**config.mk**
```make
export PLATFORM = sky130hd
export DESIGN_NAME = serial_tx
export DESIGN_NICKNAME = d
export VERILOG_FILES = /design/src/rtl/serial_tx.sv
export SDC_FILE = /design/constraint.sdc
export NUM_CORES = 1
export LEC_CHECK = 0
export CAP_MARGIN = 0
export CORE_UTILIZATION = 53
export DETAILED_ROUTE_END_ITERATION = 10
export GPL_TIMING_DRIVEN = 0
export PLACE_DENSITY_LB_ADDON = 0.08
export SETUP_SLACK_MARGIN = 0.4
export SYNTH_ARGS = -nofsm -noshare
export SYNTH_HDL_FRONTEND = slang
export SYNTH_SLANG_ARGS = --single-unit
export TNS_END_PERCENT = 1
```
**constraint.sdc**
```tcl
create_clock -name clk -period 2.1 [get_ports clk]
set_input_delay 0.315 -clock clk [delete_from_list [all_inputs] [get_ports clk]]
set_output_delay 0.315 -clock clk [all_outputs]
set_load 0.01 [all_outputs]
```
**src/rtl/serial_tx.sv**
```systemverilog
// -----------------------------------------------------------------------------
// serial_tx -- UART-style serial transmitter (8N1, optional even parity)
//
// Sends one byte per accepted transmit request as a frame of
//   start(0), tx_data[0] .. tx_data[7], [parity], stop(1)
// with every bit held on the line for BAUD_DIV clocks.
//
// Parameters
//   BAUD_DIV  clocks per serial bit period (2..65535), default 16
//
// Ports
//   clk      in   single clock, all state updates on its rising edge
//   rst      in   asynchronous active-high reset
//   trmt     in   transmit request, accepted only while idle
//   tx_data  in   byte to send, captured in the cycle trmt is accepted
//   tx       out  serial line, idle high, driven straight from a flop
//   tx_done  out  frame-complete flag, held until the next accepted trmt
//
// Build option
//   SERIAL_TX_PARITY_EN  when defined, an even-parity bit (XOR of tx_data)
//                        is sent between tx_data[7] and the stop bit,
//                        making the frame 11 bits long.
// -----------------------------------------------------------------------------
module serial_tx #(
   parameter int BAUD_DIV = 16
) (
   input  logic       clk,
   input  logic       rst,
   input  logic       trmt,
   input  logic [7:0] tx_data,
   output logic       tx,
   output logic       tx_done
);

`ifdef SERIAL_TX_PARITY_EN
   localparam int FRAME_LEN = 11;
`else
   localparam int FRAME_LEN = 10;
`endif

   localparam int BAUD_W = (BAUD_DIV > 2) ? $clog2(BAUD_DIV) : 1;
   localparam logic [BAUD_W-1:0] BAUD_LAST = BAUD_W'(BAUD_DIV - 1);
   localparam logic [3:0]        BIT_LAST  = 4'(FRAME_LEN - 1);

   typedef enum logic {
      IDLE = 1'b0,
      XMIT = 1'b1
   } state_t;

   state_t                state_reg;
   logic [FRAME_LEN-1:0]  shift_reg;
   logic [BAUD_W-1:0]     baud_cnt_reg;
   logic [3:0]            bit_cnt_reg;
   logic                  tx_reg;
   logic                  tx_done_reg;

   // Complete frame image, start bit in bit 0 so it is shifted out first.
   logic [FRAME_LEN-1:0]  frame_load;

`ifdef SERIAL_TX_PARITY_EN
   assign frame_load = {1'b1, ^tx_data, tx_data, 1'b0};
`else
   assign frame_load = {1'b1, tx_data, 1'b0};
`endif

   always_ff @(posedge clk or posedge rst) begin
      if (rst) begin
         state_reg    <= IDLE;
         shift_reg    <= '1;
         baud_cnt_reg <= '0;
         bit_cnt_reg  <= '0;
         tx_reg       <= 1'b1;
         tx_done_reg  <= 1'b0;
      end else begin
         case (state_reg)
            IDLE: begin
               if (trmt) begin
                  // The start bit goes onto the line on the accepting edge.
                  shift_reg    <= frame_load;
                  tx_reg       <= 1'b0;
                  tx_done_reg  <= 1'b0;
                  baud_cnt_reg <= '0;
                  bit_cnt_reg  <= '0;
                  state_reg    <= XMIT;
               end
            end

            XMIT: begin
               if (baud_cnt_reg == BAUD_LAST) begin
                  baud_cnt_reg <= '0;
                  if (bit_cnt_reg == BIT_LAST) begin
                     // Stop bit has had its full period; the line is
                     // already high, so just flag completion.
                     bit_cnt_reg <= '0;
                     tx_reg      <= 1'b1;
                     tx_done_reg <= 1'b1;
                     state_reg   <= IDLE;
                  end else begin
                     // Present the next bit from the pre-shift image so tx
                     // changes on the same edge the register shifts.
                     bit_cnt_reg <= bit_cnt_reg + 4'd1;
                     shift_reg   <= {1'b1, shift_reg[FRAME_LEN-1:1]};
                     tx_reg      <= shift_reg[1];
                  end
               end else begin
                  baud_cnt_reg <= baud_cnt_reg + 1'b1;
               end
            end

            default: state_reg <= IDLE;
         endcase
      end
   end

   assign tx      = tx_reg;
   assign tx_done = tx_done_reg;

endmodule

```
==> metrics.md, run 1 <==
| Metric | Value |
|---|---|
| Outcome | `complete, no violations` |
| RSZ-0062 raised after global routing | `yes` |
| Number of buffers created by CTS | `3` |
| Hold Crit Class | `in -> async` |
| Nets@finish | `136` |
| Syn nets | `119` |
| Largest net degree at the start of global routing | `20` |
| Crit Path Category | `reg -> reg` |
| Switching Share | `36.65%` |
| Core Box Area | `0.001783 mm²` |
| Seq/Total Area, Yosys | `47.21%` |
| Slew Limit Fails | `0` |
| Routed WL | `2341 µm` |
| Port Buffer Count | `12` |
| Max Cap Viol | `0` |
| Final count of negative-setup-slack endpoints | `0` |
| Max clock buf depth | `2` |
| Clock network power share | `12.5%` |
| Yosys warns | `0` |
| Fmax | `623.0 MHz` |
| Clock latency on the worst-skew pair | `0.31 ns` |
| FF-to-FF setup slack | `0.49 ns` |
| # H-tree levels | `1` |
| Crit. End Element | `flip-flop` |
| R2R Path End | `shift_reg[8]` |
| WL per Instance | `16.03 µm` |
| Power density over the cells | `1273 mW/mm²` |
| Slew HR | `52.73%` |
| Share of synthesized registers carrying an async set or reset | `100.0%` |
| Count of cell types in the netlist | `35` |
| Post-CTS Hold Fix Bufs | `0` |
| Layout cells sized above 1 | `19.01%` |
| Synth Flop Type | `dfrtp_1` |
| Via count | `916` |
| Diode count | `0` |
| Top-level port count | `13` |
| Placed Instances | `142` |
| GRT Resource Usage Total | `26.26%` |
| Req. time, crit path | `2.35 ns` |
| Layout area overhead | `18.08%` |
| CTS tree | `yes` |
| HPWL after DPL | `1598 µm` |
| P_int | `982.1 µW` |
| Grt ovf | `0` |
| Final setup margin | `0.4948 ns` |
| Cell Area, Synth | `0.001031 mm²` |
| Hold Vio Cnt, Final | `0` |
| Yosys reg bits | `19` |
| Most frequent cells in the layout | `clkdlybuf4s50_1, dfrtp_1, dfstp_2` |
| Crit. Startpoint | `baud_cnt_reg[0]` |
| Critical Path Source Type | `flip-flop` |
| TritonRoute pass-1 iters | `4` |
| Post-route non-filler standard cell count | `146` |
| Peak VDD IR | `0.8300 mV` |
| Max reg flops | `8` |
| Iter 0 DRT Violations | `44` |
| Row count | `15` |
| CP max FO | `7` |
| Clock Pin Slew Worst Setup and Hold Paths | `0.11 ns` |
| Clk_skew | `0.002341 ns` |
| Critical Path AT | `1.85 ns` |
| Chip Width | `46.11 µm` |
| Flop pwr share | `49.2%` |
| Min Tclk post-route | `1.605 ns` |
| Die area | `0.002126 mm²` |
| Clock Sinks | `19` |
| Initial antenna violation count | `0` |
| Pre-CTS WS | `0.3341 ns` |
| First-pass GRT wire length | `3877 µm` |
| Reg2Reg Depth | `5` |
| Comb pwr share | `38.3%` |
| Critical R2R Launch | `baud_cnt_reg[0]` |
| Setup TNS | `0 ns` |
| Clk root buf | `clkbuf_4` |
| Most common library cell in the layout ignoring fill and taps | `clkdlybuf4s50_1` |
| Avg Vias per Cell | `6.274` |
| Die Y | `46.11 µm` |
| Initial core utilization | `57.82%` |
| Net Sw Power | `568.2 µW` |
| EDFF count, synth | `0` |
| Fin crit share | `76.44%` |
| Post-route DRC | `0` |
| Vias in the first global route | `859` |
| DRT antenna net count | `0` |
| Post-synthesis area per instance | `9.819 µm²` |
| Post-CTS setup buffer count | `0` |
| RePlAce Congestion | `0.7744` |
| P_leak | `0.5091 nW` |
| Gate Count Post-Synth | `105` |
| Slew @ Worst Pin | `0.7083 ns` |
## cell families (layout without fill, tap and decap cells)
kind of cell | after synthesis | in the layout | share of synthesized area, %
AOI/OAI and AO/OA | 36 | 36 | 23.18
and+or+nand+nor | 36 | 36 | 19.90
DFF | 19 | 19 | 47.21
buffers and inverters | 10 | 26 | 5.097
adders and majority gates | 3 | 3 | 3.641
muxes | 1 | 1 | 0.9709
## synth_stat cells, types with 2 or more instances
| master | count | area share [%] |
|---|---|---|
| a21oi_1 | 8 | 3.9 |
| a22oi_1 | 2 | 1.5 |
| a2bb2oi_1 | 5 | 4.2 |
| a31oi_1 | 5 | 3.0 |
| buf_2 | 3 | 1.5 |
| clkbuf_1 | 2 | 0.73 |
| dfrtp_1 | 10 | 24 |
| dfstp_2 | 9 | 23 |
| ha_1 | 3 | 3.6 |
| inv_1 | 3 | 1.1 |
| nand2_1 | 7 | 2.5 |
| nand2b_1 | 8 | 4.9 |
| nand3_1 | 5 | 2.4 |
| nand4_1 | 4 | 2.4 |
| nor2_1 | 2 | 0.73 |
| o211ai_1 | 2 | 1.5 |
| o21ai_0 | 4 | 1.9 |
| o22ai_1 | 5 | 3.0 |
| or3_1 | 2 | 1.2 |
## metal layers
metal	up-vias	wire length, µm	track usage [%]
met5	-	0	0
met1	450	1101	36.00
met3	9	106	3.137
li1	428	-	-
met2	29	1070	40.56
met4	0	61	13.53
## critical path, stage by stage (launching register included)
cell and delay [ns]:
dfrtp_1 0.44, ha_1 0.27, and3_1 0.20, buf_4 0.15, a31o_2 0.29, o32a_1 0.19
## power by group through the flow
stage               combinational (mW)  clock [mW]  sequential [mW]
global route                     0.676       0.204            0.788
floorplan                        0.442           0            0.728
CTS                              0.596       0.197            0.758
detailed placement               0.589           0            0.765
finish                           0.594       0.193            0.763
global placement                 0.572           0            0.747
## what timing repair did
| action | in CTS | in global routing |
|---|---|---|
| resized for setup | 1 | 2 |
| setup endpoints to repair | 2 | 6 |
| cloned | 0 | 0 |
## area by class of cell
cell class                      count  area, µm²
Clock inverter                      1      5.005
Clock buffer                        3      22.52
Sequential cell                    19      486.7
Multi-Input combinational cell     76      495.5
Tap cell                           25      31.28
Inverter                            3      11.26
Fill cell                         140      565.5
Buffer                              7      42.54
Timing Repair Buffer               12      122.6
## stage by stage
stage / hold slack (ns) / power [mW] / area, µm² / utilization [%]
6_report: 0.4138 / 1.550 / 1217 / 68.28
5_1_grt: 0.4963 / 1.668 / 1217 / 68.28
4_1_cts: 0.4389 / 1.550 / 1211 / 67.93
3_5_place_dp: 0.4902 / 1.354 / 1182 / 66.32
3_3_place_gp: 0.4832 / 1.319 / 1182 / 66.32
2_1_floorplan: 0.2595 / 1.170 / 1031 / -
## worst max-delay path by stage
stage | endpoint | slack, ns | cells past startpoint
floorplan | shift_reg[8] | 0.63 | 5
global placement | shift_reg[3] | 0.38 | 4
detailed placement | shift_reg[3] | 0.33 | 4
CTS | tx | 0.38 | 1
global route | shift_reg[3] | 0.40 | 5
finish | shift_reg[8] | 0.49 | 5
No activity file was read; power rests on OpenSTA's default activity.
==> inputs of run 2 (changes only) <==
==> constraint.sdc (replaced) <==
create_clock -name clk -period 1.65 [get_ports clk]
set_input_delay 0.2475 -clock clk [delete_from_list [all_inputs] [get_ports clk]]
set_output_delay 0.2475 -clock clk [all_outputs]
set_load 0.01 [all_outputs]
==> run 2 against run 1 <==
Compared with the run above:
- power is 35% higher
- non-clock buffer count is 5 higher
- critical endpoint unchanged
- critical path type unchanged
- sequential share of layout area is 1.6 points lower
- sequential power is 24% higher
==> metrics.md, run 2 (same netlist as run 1, synthesis figures left out) <==
| Metric | Value |
|---|---|
| # H-tree levels | `1 (unchanged)` |
| Routed WL | `2592 µm (was 2341 µm)` |
| First-pass GRT wire length | `4174 µm (was 3877 µm)` |
| Most frequent cells in the layout | `dfrtp_1, clkdlybuf4s50_1, dfstp_2 (was clkdlybuf4s50_1, dfrtp_1, dfstp_2)` |
| Clock Sinks | `19 (unchanged)` |
| Largest net degree at the start of global routing | `20 (unchanged)` |
| P_leak | `0.5301 nW (was 0.5091 nW)` |
| Chip Width | `46.11 µm (unchanged)` |
| RePlAce Congestion | `0.8035 (was 0.7744)` |
| Grt ovf | `0 (unchanged)` |
| Clk root buf | `clkbuf_4 (unchanged)` |
| CP max FO | `7 (unchanged)` |
| Clk_skew | `0.001464 ns (was 0.002341 ns)` |
| Crit Path Category | `reg -> reg (unchanged)` |
| Iter 0 DRT Violations | `22 (was 44)` |
| Clock latency on the worst-skew pair | `0.31 ns (about the same)` |
| Layout cells sized above 1 | `23.81% (was 19.01%)` |
| Fmax | `690.4 MHz (was 623.0 MHz)` |
| Crit. End Element | `flip-flop (unchanged)` |
| Clock Pin Slew Worst Setup and Hold Paths | `0.11 ns (about the same)` |
| Slowest-stage cell, CP | `dfrtp_1 (unchanged)` |
| Number of buffers created by CTS | `3 (unchanged)` |
| Critical Path Source Type | `flip-flop (unchanged)` |
| Final core occ | `71.16% (was 68.28%)` |
| Total power | `2.094 mW (was 1.550 mW)` |
| Largest stage delay on the critical path | `0.41 ns (was 0.44 ns)` |
| Slew HR | `50.19% (was 52.73%)` |
| RSZ-0062 raised after global routing | `yes (unchanged)` |
| Min Tclk post-route | `1.448 ns (was 1.605 ns)` |
| Core Box Area | `0.001783 mm² (unchanged)` |
| Max Cap Viol | `0 (unchanged)` |
| Top-level port count | `13 (unchanged)` |
| Slew @ Worst Pin | `0.7463 ns (was 0.7083 ns)` |
| HPWL after DPL | `1666 µm (was 1598 µm)` |
| DRT antenna net count | `0 (unchanged)` |
| Fin crit share | `87.78% (was 76.44%)` |
| Max clock buf depth | `2 (unchanged)` |
| Req. time, crit path | `1.90 ns (was 2.35 ns)` |
| CTS tree | `yes (unchanged)` |
| Initial antenna violation count | `0 (unchanged)` |
| TritonRoute pass-1 iters | `4 (unchanged)` |
| Row count | `15 (unchanged)` |
| Initial core utilization | `57.82% (unchanged)` |
| CP cell instances | `ha_2 -> and3_1 -> buf_6 -> a31o_4 -> o32a_1 (was ha_1 -> and3_1 -> buf_4 -> a31o_2 -> o32a_1)` |
| Post-CTS Hold Fix Bufs | `0 (unchanged)` |
| GRT Resource Usage Total | `28.68% (was 26.26%)` |
| Hold Vio Cnt, Final | `0 (unchanged)` |
| Vias in the first global route | `926 (was 859)` |
| WL per Instance | `17.17 µm (was 16.03 µm)` |
| Die Y | `46.11 µm (unchanged)` |
| Layout area overhead | `23.06% (was 18.08%)` |
| Setup TNS | `0 ns (unchanged)` |
| Fillers | `146 (was 140)` |
| Port Buffer Count | `12 (unchanged)` |
| Post-route DRC | `0 (unchanged)` |
| Hold slack | `0.3535 ns (was 0.4138 ns)` |
| Critical Path AT | `1.69 ns (was 1.85 ns)` |
| Nets@finish | `141 (was 136)` |
| Diode count | `0 (unchanged)` |
| Avg Vias per Cell | `6.152 (was 6.274)` |
| Outcome | `complete, no violations (unchanged)` |
| Power density over the cells | `1650 mW/mm² (was 1273 mW/mm²)` |
| Max reg flops | `8 (unchanged)` |
| Hold Crit Class | `in -> async (unchanged)` |
| Slew Limit Fails | `0 (unchanged)` |
| Final instance area | `0.001269 mm² (was 0.001217 mm²)` |
| Peak VDD IR | `0.9196 mV (was 0.8300 mV)` |
| Final count of negative-setup-slack endpoints | `0 (unchanged)` |
| Via count | `929 (was 916)` |
| Placed instance area | `0.001196 mm² (was 0.001182 mm²)` |
| Die area | `0.002126 mm² (unchanged)` |
[run 2: cell types whose count changed in the layout (fill, tap and decap cells not counted), moves of 2 or more]
cell	delta
dlygate4sd2_1	+2
ha_1	-2
ha_2	+2
buf_4	+4
[run 2: critical path, delay by kind of cell (launching register included)]
| kind | cells | cell delay, ns |
|---|---|---|
| adders and majority gates | 1 | 0.22 |
| DFF | 1 | 0.41 |
| AOI/OAI and AO/OA | 2 | 0.43 |
| buffers and inverters | 1 | 0.13 |
| and+or+nand+nor | 1 | 0.20 |
[run 2: power breakdown]
part           switching (mW)  internal [mW]
sequential              0.183          0.761
combinational           0.431          0.469
clock                   0.155         0.0945
total                   0.769           1.33
[run 2: through the flow]
stage          std cells  setup slack, ns
2_1_floorplan        105           0.2510
3_3_place_gp         142          0.01543
3_5_place_dp         142         -0.04556
4_1_cts              150           0.2102
5_1_grt              151           0.1256
6_report             151           0.2016
[run 2: cell type report]
cell class / count / area [µm²] / share of cell area [%]
multi-input cells: 76 / 511.7 / 40.34
flip-flops and latches: 19 / 486.7 / 38.36
repair buffers: 17 / 155.1 / 12.23
plain buffers: 7 / 46.29 / 3.649
well taps: 25 / 31.28 / 2.465
clock buffers: 4 / 26.28 / 2.071
inverters: 3 / 11.26 / 0.8876
[run 2: worst paths after layout]
path	start	end	slack, ns	depth (start not counted)
setup / recovery	baud_cnt_reg[0]	shift_reg[8]	0.20	5
hold / removal	rst	baud_cnt_reg[0]	0.35	2
setup reg to reg	baud_cnt_reg[0]	shift_reg[8]	0.20	5
hold reg to reg	shift_reg[2]	shift_reg[2]	0.51	1
max in group asynchronous	rst	baud_cnt_reg[2]	0.83	2
min in group clk	shift_reg[2]	shift_reg[2]	0.51	1
[run 2: routing by layer]
metal	GRT usage (%)	wire length, µm	share of wire (%)
met5	0	0	0
met4	10.00	36	1.4
met3	7.451	145	5.6
met2	45.07	1231	47
met1	38.06	1178	45
[run 2: timing repair]
item	CTS	global route
buffers inserted	4	1
gates cloned	0	0
resized for setup	6	0
pin swaps	3	1
setup endpoints to repair	21	21
==> inputs of run 3 (changes only) <==
==> constraint.sdc (replaced) <==
create_clock -name clk -period 1.65 [get_ports clk]
set_input_delay 0.165 -clock clk [delete_from_list [all_inputs] [get_ports clk]]
set_output_delay 0.165 -clock clk [all_outputs]
set_load 0.01 [all_outputs]
==> run 3 against run 2 <==
Compared with the run above:
- via count unchanged
- final cell count unchanged
- highest routed layer unchanged
- critical endpoint unchanged
- die area is the same
- register-to-register slack is essentially flat
- routed wire length did not move
- sequential share of layout area is essentially flat
- final area about the same
==> metrics.md, run 3 (same netlist as run 1, synthesis figures left out) <==
| Metric | Value |
|---|---|
| Crit Path Category | `reg -> reg (unchanged)` |
| Final count of negative-setup-slack endpoints | `0 (unchanged)` |
| Port Buffer Count | `12 (unchanged)` |
| Max Cap Viol | `0 (unchanged)` |
| Peak VDD IR | `0.9283 mV (was 0.9196 mV)` |
| Fin crit share | `87.78% (about the same)` |
| Core Box Area | `0.001783 mm² (unchanged)` |
| Clock Pin Slew Worst Setup and Hold Paths | `0.11 ns (about the same)` |
| Min Tclk post-route | `1.448 ns (about the same)` |
| Grt ovf | `0 (unchanged)` |
| Iter 0 DRT Violations | `22 (unchanged)` |
| Req. time, crit path | `1.90 ns (about the same)` |
| Final setup margin | `0.2016 ns (about the same)` |
| DRT antenna net count | `0 (unchanged)` |
| Largest net degree at the start of global routing | `20 (unchanged)` |
| Diode count | `0 (unchanged)` |
| Post-CTS Hold Fix Bufs | `0 (unchanged)` |
| Clk_skew | `0.001464 ns (unchanged)` |
| GRT Resource Usage Total | `28.68% (unchanged)` |
| # H-tree levels | `1 (unchanged)` |
| Clock latency on the worst-skew pair | `0.31 ns (about the same)` |
| Fmax | `690.4 MHz (about the same)` |
| Routed WL | `2592 µm (unchanged)` |
| HPWL after DPL | `1666 µm (unchanged)` |
| Fillers | `145 (was 146)` |
| Layout area overhead | `23.18% (was 23.06%)` |
| Post-route DRC | `0 (unchanged)` |
| Row count | `15 (unchanged)` |
| Top-level port count | `13 (unchanged)` |
| Die area | `0.002126 mm² (unchanged)` |
| Chip Width | `46.11 µm (unchanged)` |
| Initial core utilization | `57.82% (unchanged)` |
| Avg Vias per Cell | `6.152 (unchanged)` |
| RePlAce Congestion | `0.8035 (unchanged)` |
| Final instance area | `0.001270 mm² (was 0.001269 mm²)` |
| Crit. End Element | `flip-flop (unchanged)` |
| Slew @ Worst Pin | `0.7466 ns (was 0.7463 ns)` |
| Clk root buf | `clkbuf_4 (unchanged)` |
| Via count | `929 (unchanged)` |
| Setup TNS | `0 ns (unchanged)` |
| Hold Vio Cnt, Final | `0 (unchanged)` |
| Placed instance area | `0.001196 mm² (unchanged)` |
| TritonRoute pass-1 iters | `4 (unchanged)` |
| Max clock buf depth | `2 (unchanged)` |
| Die Y | `46.11 µm (unchanged)` |
| Vias in the first global route | `926 (unchanged)` |
| Layout cells sized above 1 | `23.81% (unchanged)` |
| Hold Crit Class | `in -> async (unchanged)` |
| CTS tree | `yes (unchanged)` |
| Initial antenna violation count | `0 (unchanged)` |
| Critical Path Source Type | `flip-flop (unchanged)` |
| P_leak | `0.5263 nW (was 0.5301 nW)` |
| Max reg flops | `8 (unchanged)` |
| Slew Limit Fails | `0 (unchanged)` |
| Clock Sinks | `19 (unchanged)` |
| Post-route non-filler standard cell count | `151 (unchanged)` |
| RSZ-0062 raised after global routing | `yes (unchanged)` |
| Power density over the cells | `1655 mW/mm² (was 1650 mW/mm²)` |
| Most frequent cells in the layout | `clkdlybuf4s50_1, dfrtp_1, dfstp_2 (was dfrtp_1, clkdlybuf4s50_1, dfstp_2)` |
| Slew HR | `50.17% (was 50.19%)` |
| CP max FO | `7 (unchanged)` |
| Most common library cell in the layout ignoring fill and taps | `clkdlybuf4s50_1` |
| Pre-CTS WS | `0.03694 ns (was -0.04556 ns)` |
| Number of buffers created by CTS | `3 (unchanged)` |
| WL per Instance | `17.17 µm (unchanged)` |
| First-pass GRT wire length | `4174 µm (unchanged)` |
| Outcome | `complete, no violations (unchanged)` |
| Nets@finish | `141 (unchanged)` |
| Placed Instances | `142 (unchanged)` |
| Critical Path AT | `1.69 ns (about the same)` |
==> run 3: timing repair <==
item / CTS / global route
resized for setup: 5 / 0
endpoints found under the setup margin: 21 / 21
setup buffers: 4 / 1
pin swaps: 3 / 1
==> run 3: layer usage <==
layer	wire length, µm	global-route usage (%)	vias to the layer above
met3	151	7.451	4
met1	1173	38.06	458
li1	-	-	438
met5	0	0	-
met4	36	10.00	0
met2	1231	45.07	29
==> run 3: metrics by stage <==
stage / util [%] / hold slack (ns) / power (mW)
finish: 71.23 / 0.2711 / 2.101
global route: 71.23 / 0.3531 / 2.243
CTS: 70.81 / 0.2908 / 2.077
detailed placement: 67.09 / 0.4887 / 1.754
global placement: 67.09 / 0.4801 / 1.701
floorplan: - / 0.1095 / 1.504
==> run 3: power by group <==
group / switching [mW] / internal [mW] / leakage, nW
Clock: 0.155 / 0.0945 / 0.0150
Sequential: 0.183 / 0.761 / 0.212
Combinational: 0.431 / 0.477 / 0.299
Total: 0.769 / 1.33 / 0.526
==> run 3: path summary, 6_finish.rpt <==
path	start	endpoint	slack [ns]	cells past startpoint
worst max-delay path	baud_cnt_reg[0]	shift_reg[8]	0.20	5
worst min-delay path	rst	baud_cnt_reg[0]	0.27	2
worst max register to register	baud_cnt_reg[0]	shift_reg[8]	0.20	5
min in group clk	tx_data[0]	shift_reg[1]	0.47	3
max in group asynchronous	rst	baud_cnt_reg[2]	0.91	2
worst min register to register	shift_reg[2]	shift_reg[2]	0.51	1
==> run 3: worst max-delay path: stages, from the launching register on <==
cell and delay (ns):
dfrtp_1 0.41, ha_2 0.22, and3_1 0.20, buf_6 0.13, a31o_4 0.25, o32a_1 0.18
==> run 3: layout make-up <==
type | instances | area (µm²) | share of cell area, %
Buffer | 7 | 46.29 | 3.645
Clock buffer | 4 | 26.28 | 2.069
Inverter | 3 | 11.26 | 0.8867
Multi-Input combinational cell | 76 | 511.7 | 40.30
Sequential cell | 19 | 486.7 | 38.33
Tap cell | 25 | 31.28 | 2.463
Timing Repair Buffer | 17 | 156.4 | 12.32
